`src/rtl/avalon_sram_bridge_if.sv`:
```
// Avalon-MM slave-side bundle between a bus master and the SRAM bridge.
// master drives requests; slave answers with waitrequest/readdata/readdatavalid.
interface avalon_sram_bridge_if #(
    parameter int unsigned ADDR_W = 5,
    parameter int unsigned DW     = 32
) ();
    logic [ADDR_W-1:0] avs_address;
    logic              avs_read;
    logic              avs_write;
    logic [DW-1:0]     avs_writedata;
    logic [DW/8-1:0]   avs_byteenable;
    logic              avs_waitrequest;
    logic [DW-1:0]     avs_readdata;
    logic              avs_readdatavalid;

    modport master (
        output avs_address, avs_read, avs_write, avs_writedata, avs_byteenable,
        input  avs_waitrequest, avs_readdata, avs_readdatavalid
    );

    modport slave (
        input  avs_address, avs_read, avs_write, avs_writedata, avs_byteenable,
        output avs_waitrequest, avs_readdata, avs_readdatavalid
    );
endinterface

```
`src/rtl/avalon_sram_bridge.sv`:
```
// Avalon-MM slave that drives a single-port SRAM macro with LC-cycle read latency.
// Partial byte-enable writes become read-modify-write; one transfer in flight at a time.
module avalon_sram_bridge #(
    parameter int unsigned ADDR_W = 5,
    parameter int unsigned DW     = 32,
    parameter int unsigned LC     = 1
) (
    input  logic                clk,
    input  logic                reset,
    avalon_sram_bridge_if.slave avs,
    output logic                sram_cs,
    output logic [3:0]          sram_we,
    output logic [ADDR_W-1:0]   sram_addr,
    output logic [DW-1:0]       sram_wdata,
    input  logic [DW-1:0]       sram_rdata
);
    localparam int unsigned NB    = 4;
    localparam int unsigned CNT_W = 2;

    if (LC > 2 || DW != 32) begin : g_param_check
        $error("avalon_sram_bridge: LC must be 0, 1 or 2 and DW must be 32");
    end

    typedef enum logic [2:0] {
        IDLE    = 3'd0,
        RD_WAIT = 3'd1,
        WR      = 3'd2,
        RMW_RD  = 3'd3,
        RMW_WR  = 3'd4
    } state_t;

    state_t             state_q, state_d;
    logic [CNT_W-1:0]   cnt_q, cnt_d;
    logic               cs_q, cs_d;
    logic [NB-1:0]      we_q, we_d;
    logic [ADDR_W-1:0]  addr_q, addr_d;
    logic [DW-1:0]      wdata_q, wdata_d;
    logic [NB-1:0]      be_q, be_d;
    logic [DW-1:0]      rdata_q, rdata_d;
    logic               rdv_q, rdv_d;
    logic [DW-1:0]      merged;

    // Byte merge for RMW: enabled lanes from the latched write data, others from the SRAM word.
    always_comb begin
        merged = sram_rdata;
        for (int unsigned i = 0; i < NB; i++) begin
            if (be_q[i]) merged[8*i +: 8] = wdata_q[8*i +: 8];
        end
    end

    always_comb begin
        state_d = state_q;
        cnt_d   = cnt_q;
        cs_d    = cs_q;
        we_d    = we_q;
        addr_d  = addr_q;
        wdata_d = wdata_q;
        be_d    = be_q;
        rdata_d = rdata_q;
        rdv_d   = 1'b0;

        unique case (state_q)
            IDLE: begin
                // Write wins over a simultaneous read; a zero-lane write is accepted as a no-op.
                if (avs.avs_write) begin
                    if (avs.avs_byteenable == 4'hF) begin
                        cs_d    = 1'b1;
                        we_d    = 4'hF;
                        addr_d  = avs.avs_address;
                        wdata_d = avs.avs_writedata;
                        state_d = WR;
                    end else if (avs.avs_byteenable != 4'h0) begin
                        cs_d    = 1'b1;
                        we_d    = 4'h0;
                        addr_d  = avs.avs_address;
                        wdata_d = avs.avs_writedata;
                        be_d    = avs.avs_byteenable;
                        cnt_d   = '0;
                        state_d = RMW_RD;
                    end
                end else if (avs.avs_read) begin
                    cs_d    = 1'b1;
                    we_d    = 4'h0;
                    addr_d  = avs.avs_address;
                    cnt_d   = '0;
                    state_d = RD_WAIT;
                end
            end

            RD_WAIT, RMW_RD: begin
                // cs stays high for LC edges so a pipelined SRAM keeps its read going.
                if (cnt_q == CNT_W'(LC)) begin
                    if (state_q == RD_WAIT) begin
                        rdata_d = sram_rdata;
                        rdv_d   = 1'b1;
                        cs_d    = 1'b0;
                        state_d = IDLE;
                    end else begin
                        we_d    = 4'hF;
                        wdata_d = merged;
                        state_d = RMW_WR;
                    end
                end else begin
                    cnt_d = cnt_q + CNT_W'(1);
                end
            end

            WR, RMW_WR: begin
                cs_d    = 1'b0;
                we_d    = 4'h0;
                state_d = IDLE;
            end

            default: begin
                cs_d    = 1'b0;
                we_d    = 4'h0;
                state_d = IDLE;
            end
        endcase
    end

    always_ff @(posedge clk or posedge reset) begin
        if (reset) begin
            state_q <= IDLE;
            cnt_q   <= '0;
            cs_q    <= 1'b0;
            we_q    <= '0;
            addr_q  <= '0;
            wdata_q <= '0;
            be_q    <= '0;
            rdata_q <= '0;
            rdv_q   <= 1'b0;
        end else begin
            state_q <= state_d;
            cnt_q   <= cnt_d;
            cs_q    <= cs_d;
            we_q    <= we_d;
            addr_q  <= addr_d;
            wdata_q <= wdata_d;
            be_q    <= be_d;
            rdata_q <= rdata_d;
            rdv_q   <= rdv_d;
        end
    end

    assign avs.avs_waitrequest   = (state_q != IDLE) | reset;
    assign avs.avs_readdata      = rdata_q;
    assign avs.avs_readdatavalid = rdv_q;
    assign sram_cs               = cs_q;
    assign sram_we               = we_q;
    assign sram_addr             = addr_q;
    assign sram_wdata            = wdata_q;
endmodule

```
`src/flat_wrapper.sv`:
```
// flat-port wrapper written by rule: the top's interface ports become plain ports
module avalon_sram_bridge_flat 
#(
    parameter int unsigned ADDR_W = 5,
    parameter int unsigned DW     = 32,
    parameter int unsigned LC     = 1
)
  (clk, reset, sram_cs, sram_we, sram_addr, sram_wdata, sram_rdata, avs_avs_address, avs_avs_read, avs_avs_write, avs_avs_writedata, avs_avs_byteenable, avs_avs_waitrequest, avs_avs_readdata, avs_avs_readdatavalid);
  avalon_sram_bridge_if #(.ADDR_W(ADDR_W), .DW(DW)) avs_i ();
  input  logic clk;
  input  logic reset;
  output logic sram_cs;
  output logic [3:0] sram_we;
  output logic [ADDR_W-1:0] sram_addr;
  output logic [DW-1:0] sram_wdata;
  input  logic [DW-1:0] sram_rdata;
  input wire logic [$bits(avs_i.avs_address)-1:0] avs_avs_address;
  input wire logic [$bits(avs_i.avs_read)-1:0] avs_avs_read;
  input wire logic [$bits(avs_i.avs_write)-1:0] avs_avs_write;
  input wire logic [$bits(avs_i.avs_writedata)-1:0] avs_avs_writedata;
  input wire logic [$bits(avs_i.avs_byteenable)-1:0] avs_avs_byteenable;
  output wire logic [$bits(avs_i.avs_waitrequest)-1:0] avs_avs_waitrequest;
  output wire logic [$bits(avs_i.avs_readdata)-1:0] avs_avs_readdata;
  output wire logic [$bits(avs_i.avs_readdatavalid)-1:0] avs_avs_readdatavalid;
  assign avs_i.avs_address = avs_avs_address;
  assign avs_i.avs_read = avs_avs_read;
  assign avs_i.avs_write = avs_avs_write;
  assign avs_i.avs_writedata = avs_avs_writedata;
  assign avs_i.avs_byteenable = avs_avs_byteenable;
  assign avs_avs_waitrequest = avs_i.avs_waitrequest;
  assign avs_avs_readdata = avs_i.avs_readdata;
  assign avs_avs_readdatavalid = avs_i.avs_readdatavalid;
  avalon_sram_bridge #(.ADDR_W(ADDR_W), .DW(DW), .LC(LC)) u_core (.clk(clk), .reset(reset), .avs(avs_i), .sram_cs(sram_cs), .sram_we(sram_we), .sram_addr(sram_addr), .sram_wdata(sram_wdata), .sram_rdata(sram_rdata));
endmodule
```
`config.mk`:
```
export PLATFORM = sky130hd
export DESIGN_NAME = avalon_sram_bridge_flat
export DESIGN_NICKNAME = d
export VERILOG_FILES = /design/src/rtl/avalon_sram_bridge_if.sv /design/src/rtl/avalon_sram_bridge.sv /design/src/flat_wrapper.sv
export SDC_FILE = /design/constraint.sdc
export NUM_CORES = 1
export LEC_CHECK = 0
export ABC_CLOCK_PERIOD_IN_PS = 3200
export CAP_MARGIN = 15
export CORE_ASPECT_RATIO = 1.4
export CORE_MARGIN = 1
export CORE_UTILIZATION = 42
export CTS_CLUSTER_DIAMETER = 60
export DETAILED_ROUTE_END_ITERATION = 16
export GPL_TIMING_DRIVEN = 0
export PLACE_DENSITY = 0.85
export SKIP_LAST_GASP = 1
export SYNTH_ARGS = -nofsm -noshare
export SYNTH_HDL_FRONTEND = slang
export SYNTH_SLANG_ARGS = --single-unit
```
`constraint.sdc`:
```
create_clock -name clk -period 3.2 [get_ports clk]
set_clock_uncertainty 0.1 [all_clocks]
set_input_delay 0.64 -clock clk [delete_from_list [all_inputs] [get_ports clk]]
set_output_delay 0.64 -clock clk [all_outputs]
set_load 0.01 [all_outputs]
```
Word level (Yosys, flattened, before mapping)
Cells that the tools add are included.
{"block": "classes", "muxes": 44, "eq_ne": 19, "reduce_logical": 17, "n_bitwise": 2, "add_sub_neg": 1}
{"op": "32-bit 2-to-1 mux", "n": 5}
{"op": "32-bit case mux with 2 select lines", "n": 1}
{"op": "8-bit 2-to-1 mux", "n": 4}
{"op": "4-bit 2-to-1 mux", "n": 6}
{"op": "6-bit AND reduction", "n": 4}
{"op": "5-bit 2-to-1 mux", "n": 4}
{"op": "3-bit 2-to-1 mux", "n": 6}
{"op": "2-bit inequality test, second input constant", "n": 7}
{"op": "4-bit AND reduction", "n": 3}
{"op": "2-bit 2-to-1 mux", "n": 5}
{"op": "1-bit 2-to-1 mux", "n": 9}
{"op": "3-bit AND reduction", "n": 3}
{"op": "4-bit case mux with 2 select lines", "n": 1}
{"op": "3-bit by 1-bit inequality test with 1-bit output, second input constant", "n": 2}
{"op": "3-bit inequality test, second input constant", "n": 2}
{"op": "3-bit case mux with 2 select lines", "n": 1}
{"op": "5-bit AND reduction", "n": 1}
{"op": "4-bit equality test, second input constant", "n": 1}
{"op": "2-bit by 1-bit inequality test with 1-bit output, second input constant", "n": 2}
{"op": "4-bit by 2-bit inequality test with 1-bit output, second input constant", "n": 1}
{"op": "2-bit case mux with 2 select lines", "n": 1}
{"op": "2-bit nonzero test", "n": 2}
{"op": "4-bit nonzero test", "n": 1}
{"op": "3-bit by 1-bit equality test with 1-bit output, second input constant", "n": 1}
{"op": "other kinds (10)", "n": 10}
{"block": "word_totals", "in_bits": 77, "regBits": 84, "out_inout_bits": 76, "word_cells": 95}

Longest topological paths before layout
{"block": "logic_depth", "ltp_word": 5, "depth_mapped": 6, "depth_no_buf": 6}

Worst setup path after synthesis
No wires, ideal clock.
{"block": "synth_path", "kind": "input-to-output", "start": "input reset", "end": "output avs_avs_waitrequest", "path_slack_ps": -181, "arrival_time_ps": 2641, "n_path_buf": 0, "required_time_ps": 2460, "stages": 2, "path_cell_list": "inv_1 nand2_1"}
{"block": "synth_via", "elab_chain_len": 1}
{"item": "start: declaration", "line": "flat_wrapper.sv:11", "source": "input logic reset;"}
{"item": "1-bit bitwise OR", "line": "avalon_sram_bridge.sv:146", "source": "assign avs.avs_waitrequest = (state_q != IDLE) | reset;"}
{"item": "end: declaration", "line": "flat_wrapper.sv:22", "source": "output wire logic [$bits(avs_i.avs_waitrequest)-1:0] avs_avs_waitrequest;"}
Every way passes these cells.

Final worst setup path
Ends and elaborated chain as after synthesis.

==> summary.md <==
| Metric | Value |
|---|---|
| Status | complete, no violations |
| Cell with the most instances after synthesis | dfrtp_1 |
| Antenna-violating nets left | 0 |
| Mapped Nets | between 300 and 400 |
| Top sig layer | met4 |
| Total die area | 8660 um2 |
| HP Class | register to register |
| Post-synthesis sequential area ratio | 0.582 |
| Clock slew at reported path FFs | 70 ps |
| Slew @ Worst Pin | 894 ps |
| Pleak | 2.24 nW |
| Via/cell ratio | 5.23 |
| Hold Vio Cnt, Final | 0 |
| Number of library cell types mapped by synthesis | 33 |
| Core Box Area | 7890 um2 |
| Critical Path Start | reset |
| Crit path cell chain | clkdlybuf4s50_1 -> clkinvlp_4 -> buf_12 -> nand2_1 -> clkdlybuf4s50_1 |
| First-pass GRT wire length | 14,900 um |
| Initial DRC Count | 111 |
| Top FF cell, synth | dfrtp_1 |
| Worst setup SP type | input pin |
| Routed via count | slightly below 3k |
| Max-slew headroom | 0.399 |
| Tmin final | 2900 ps |
| Met2 routed WL | approximately 4800 um |
| Proportion of layout cells with a drive suffix above 1 | 0.169 |
| Largest area contributor in the netlist | dfrtp_1 |
| Warning count from the yosys run | 0 |
| Seq cells post-synth | 81 |
| Clock net sink count | 81 |
| WS Path Type | input pin to output port |
| Synth top area cells | dfrtp_1 58%, mux2_2 12%, a22oi_1 7.5% |
| Most frequent CP cell | clkdlybuf4s50_1 |
| Delay-heaviest family, CP | buffers and inverters |
| Filler Cell Count | 634 |
| Synth top area share | 0.582 |
| R2r startpoint | u_core.cnt_q[1] |
| Buffers & Inverters on Critical Path | 4 |
| VDD IR-drop max | 0.514 mV |
| Synth-to-layout area growth | 54.1% |
| CTS resizes | 0 |
| Setup-failing EPs final | 0 |
| Placed cell area | 5170 um2 |
| Crit-path slowest cell | clkdlybuf4s50_1 |
| Fmax | ~340 MHz |
| Die width | ~79 um |
| CP max stage delay | 570 ps |
| RSZ-0062 raised after global routing | no |
| Sequential cell area | 2030 um2 |
| Synth Instances | between 200 and 300 |
| Initial antenna violation count | 0 |
| Final Cycle Share | 0.907 |
| Final nets | between 500 and 600 |
| Power per cell area | approximately 940 nW/um2 |
| Total CTS buffers | 9 |
| Largest net degree at the start of global routing | 28 |
| Die Y | 110 um |
| All-Layer GR Usage | 0.226 |
| Post-CTS Setup Bufs | 1 |
| Post-route cell area | around 5400 um2 |
| Final GP Congestion | 0.814 |
| Root Buffer | clkbuf_8 |
| Critical path arrival | between 2000 and 2500 ps |
| Metal3 WL | about 520 um |
| Drt pass-1 iters | 5 |
| Worst EP required | 2460 ps |
| H-tree Lvls | 3 |
| Final std cells w/o fill | 556 |
| Io pins | about 150 |
| Max Fanout on Critical Path | 27 |
| Vias in the first global route | 3,162 |
| Cts-stage hold buffer count | 0 |
| Post-Route WL | roughly 9100 um |
| IO Port Bufs | 152 |
| Clock Path Buffers | 2 |
| Number of synthesized flops with an enable pin | 0 |
| Post-route DRC | 0 |
| Clk Latency, worst-skew pair | 340 ps |
| Critical Path End Type | output port |
| Remaining Overflow, GRT | 0 |
| Mapped Avg Cell Area | approximately 12 um2 |
| Fraction of registers with async set or reset after synthesis | 1.00 |
| Worst hold start | u_core.cnt_q[0] |
| # rows | 38 |
| Commonest cells post-synth | 81 x dfrtp_1, 37 x inv_1, 37 x mux2_2 |
| Placed Cells | 539 |
| WL/cell | ~16 um |
| ANT cells | 0 |
| Footprint of the multi-input gates | between 1000 and 1500 um2 |
| Hpwl dp | 6920 um |
| Mapped Area | about 3500 um2 |
| Max-cap violation count | 0 |
| Initial Util | 0.441 |
| CTS tree | done |
| Final Slew Violations | 0 |
| M1 WL | 3470 um |
| Hold slack final | 400 ps |
area by class of cell:
| class | count | share of cell area |
|---|---|---|
| Buffer | 12 | 0.0198 |
| Clock buffer | 13 | 0.0315 |
| Clock inverter | 2 | 0.00233 |
| Inverter | 37 | 0.0266 |
| Multi-Input combinational cell | 155 | 0.225 |
| Sequential cell | 81 | 0.378 |
| Tap cell | 100 | 0.0233 |
| Timing Repair Buffer | 155 | 0.292 |
| Timing Repair inverter | 1 | 0.000933 |
placed cells by master, fill, tap and decap left out, drive strengths merged:
master and count:
a211o 1, a21oi 5, a22oi 36, a31oi 5, buf 15, clkbuf 13
clkdlybuf4s50 152, clkinv 1, clkinvlp 3, dfrtp 81, ha 1, inv 36
mux2 37, mux2i 1, nand2 5, nand2b 1, nand3 2, nand4 1
nand4b 1, nor2 8, nor3 5, nor3b 1, nor4 1, nor4b 1
o211ai 1, o21ai 35, o22a 4, or3 2, or4 1
routing by layer:
layer	GRT usage	up-vias
li1	-	1347
met1	0.252	1434
met2	0.406	108
met3	0.0448	21
met4	0.118	0
met5	0	-
worst paths after layout:
kind / to / slack (ps) / depth (start not counted)
setup / recovery: avs_avs_waitrequest / 300 / 5
hold / removal: u_core.cnt_q[0] / 400 / 1
setup reg to reg: u_core.avs.avs_readdata[3] / 1050 / 6
hold reg to reg: u_core.cnt_q[0] / 400 / 1
max in group asynchronous: u_core.avs.avs_readdata[16] / 1720 / 3
min in group asynchronous: u_core.avs.avs_readdata[6] / 670 / 3
sequential cells by signal, indices dropped and copies added, names as in the netlist, 2 cells and up:
signal	cells
u_core.be_q	4
u_core.cnt_q	2
u_core.sram_addr	5
u_core.sram_wdata	32
u_core.avs.avs_readdata	32
u_core.state_q	3
logic make-up after synthesis:
kind of cell | share of synthesized area
AO/OA/AOI/OAI | 0.166
flip-flops | 0.582
buffers and inverters | 0.0704
multiplexers | 0.123
AND/OR/NAND/NOR | 0.0554
adder cells (fa/ha/maj) | 0.00359
per-stage QoR:
stage	TNS (ps)	setup WS, ps	power, mW	util
after detailed placement	-338	-338	4.41	0.655
after global placement	-1050	-1050	4.31	0.650
after global routing	0	242	5.39	0.680
after floorplan	0	351	3.05	-
final	0	297	5.06	0.680
after CTS	0	273	5.12	0.680
worst register-to-register path: cells and delay by family, from the launching register on:
family                   cells  cell delay, ps
adder cells (fa/ha/maj)      1             230
AND/OR/NAND/NOR              2             590
buffers and inverters        2             370
multiplexers                 1             360
flip-flops                   1             390
where the power goes:
part           internal [mW]  switching (mW)
logic                   1.49            1.05
clock network          0.341           0.341
registers               1.55           0.293
total                   3.37            1.68
Note: power is estimated with default switching activity, not from simulation.
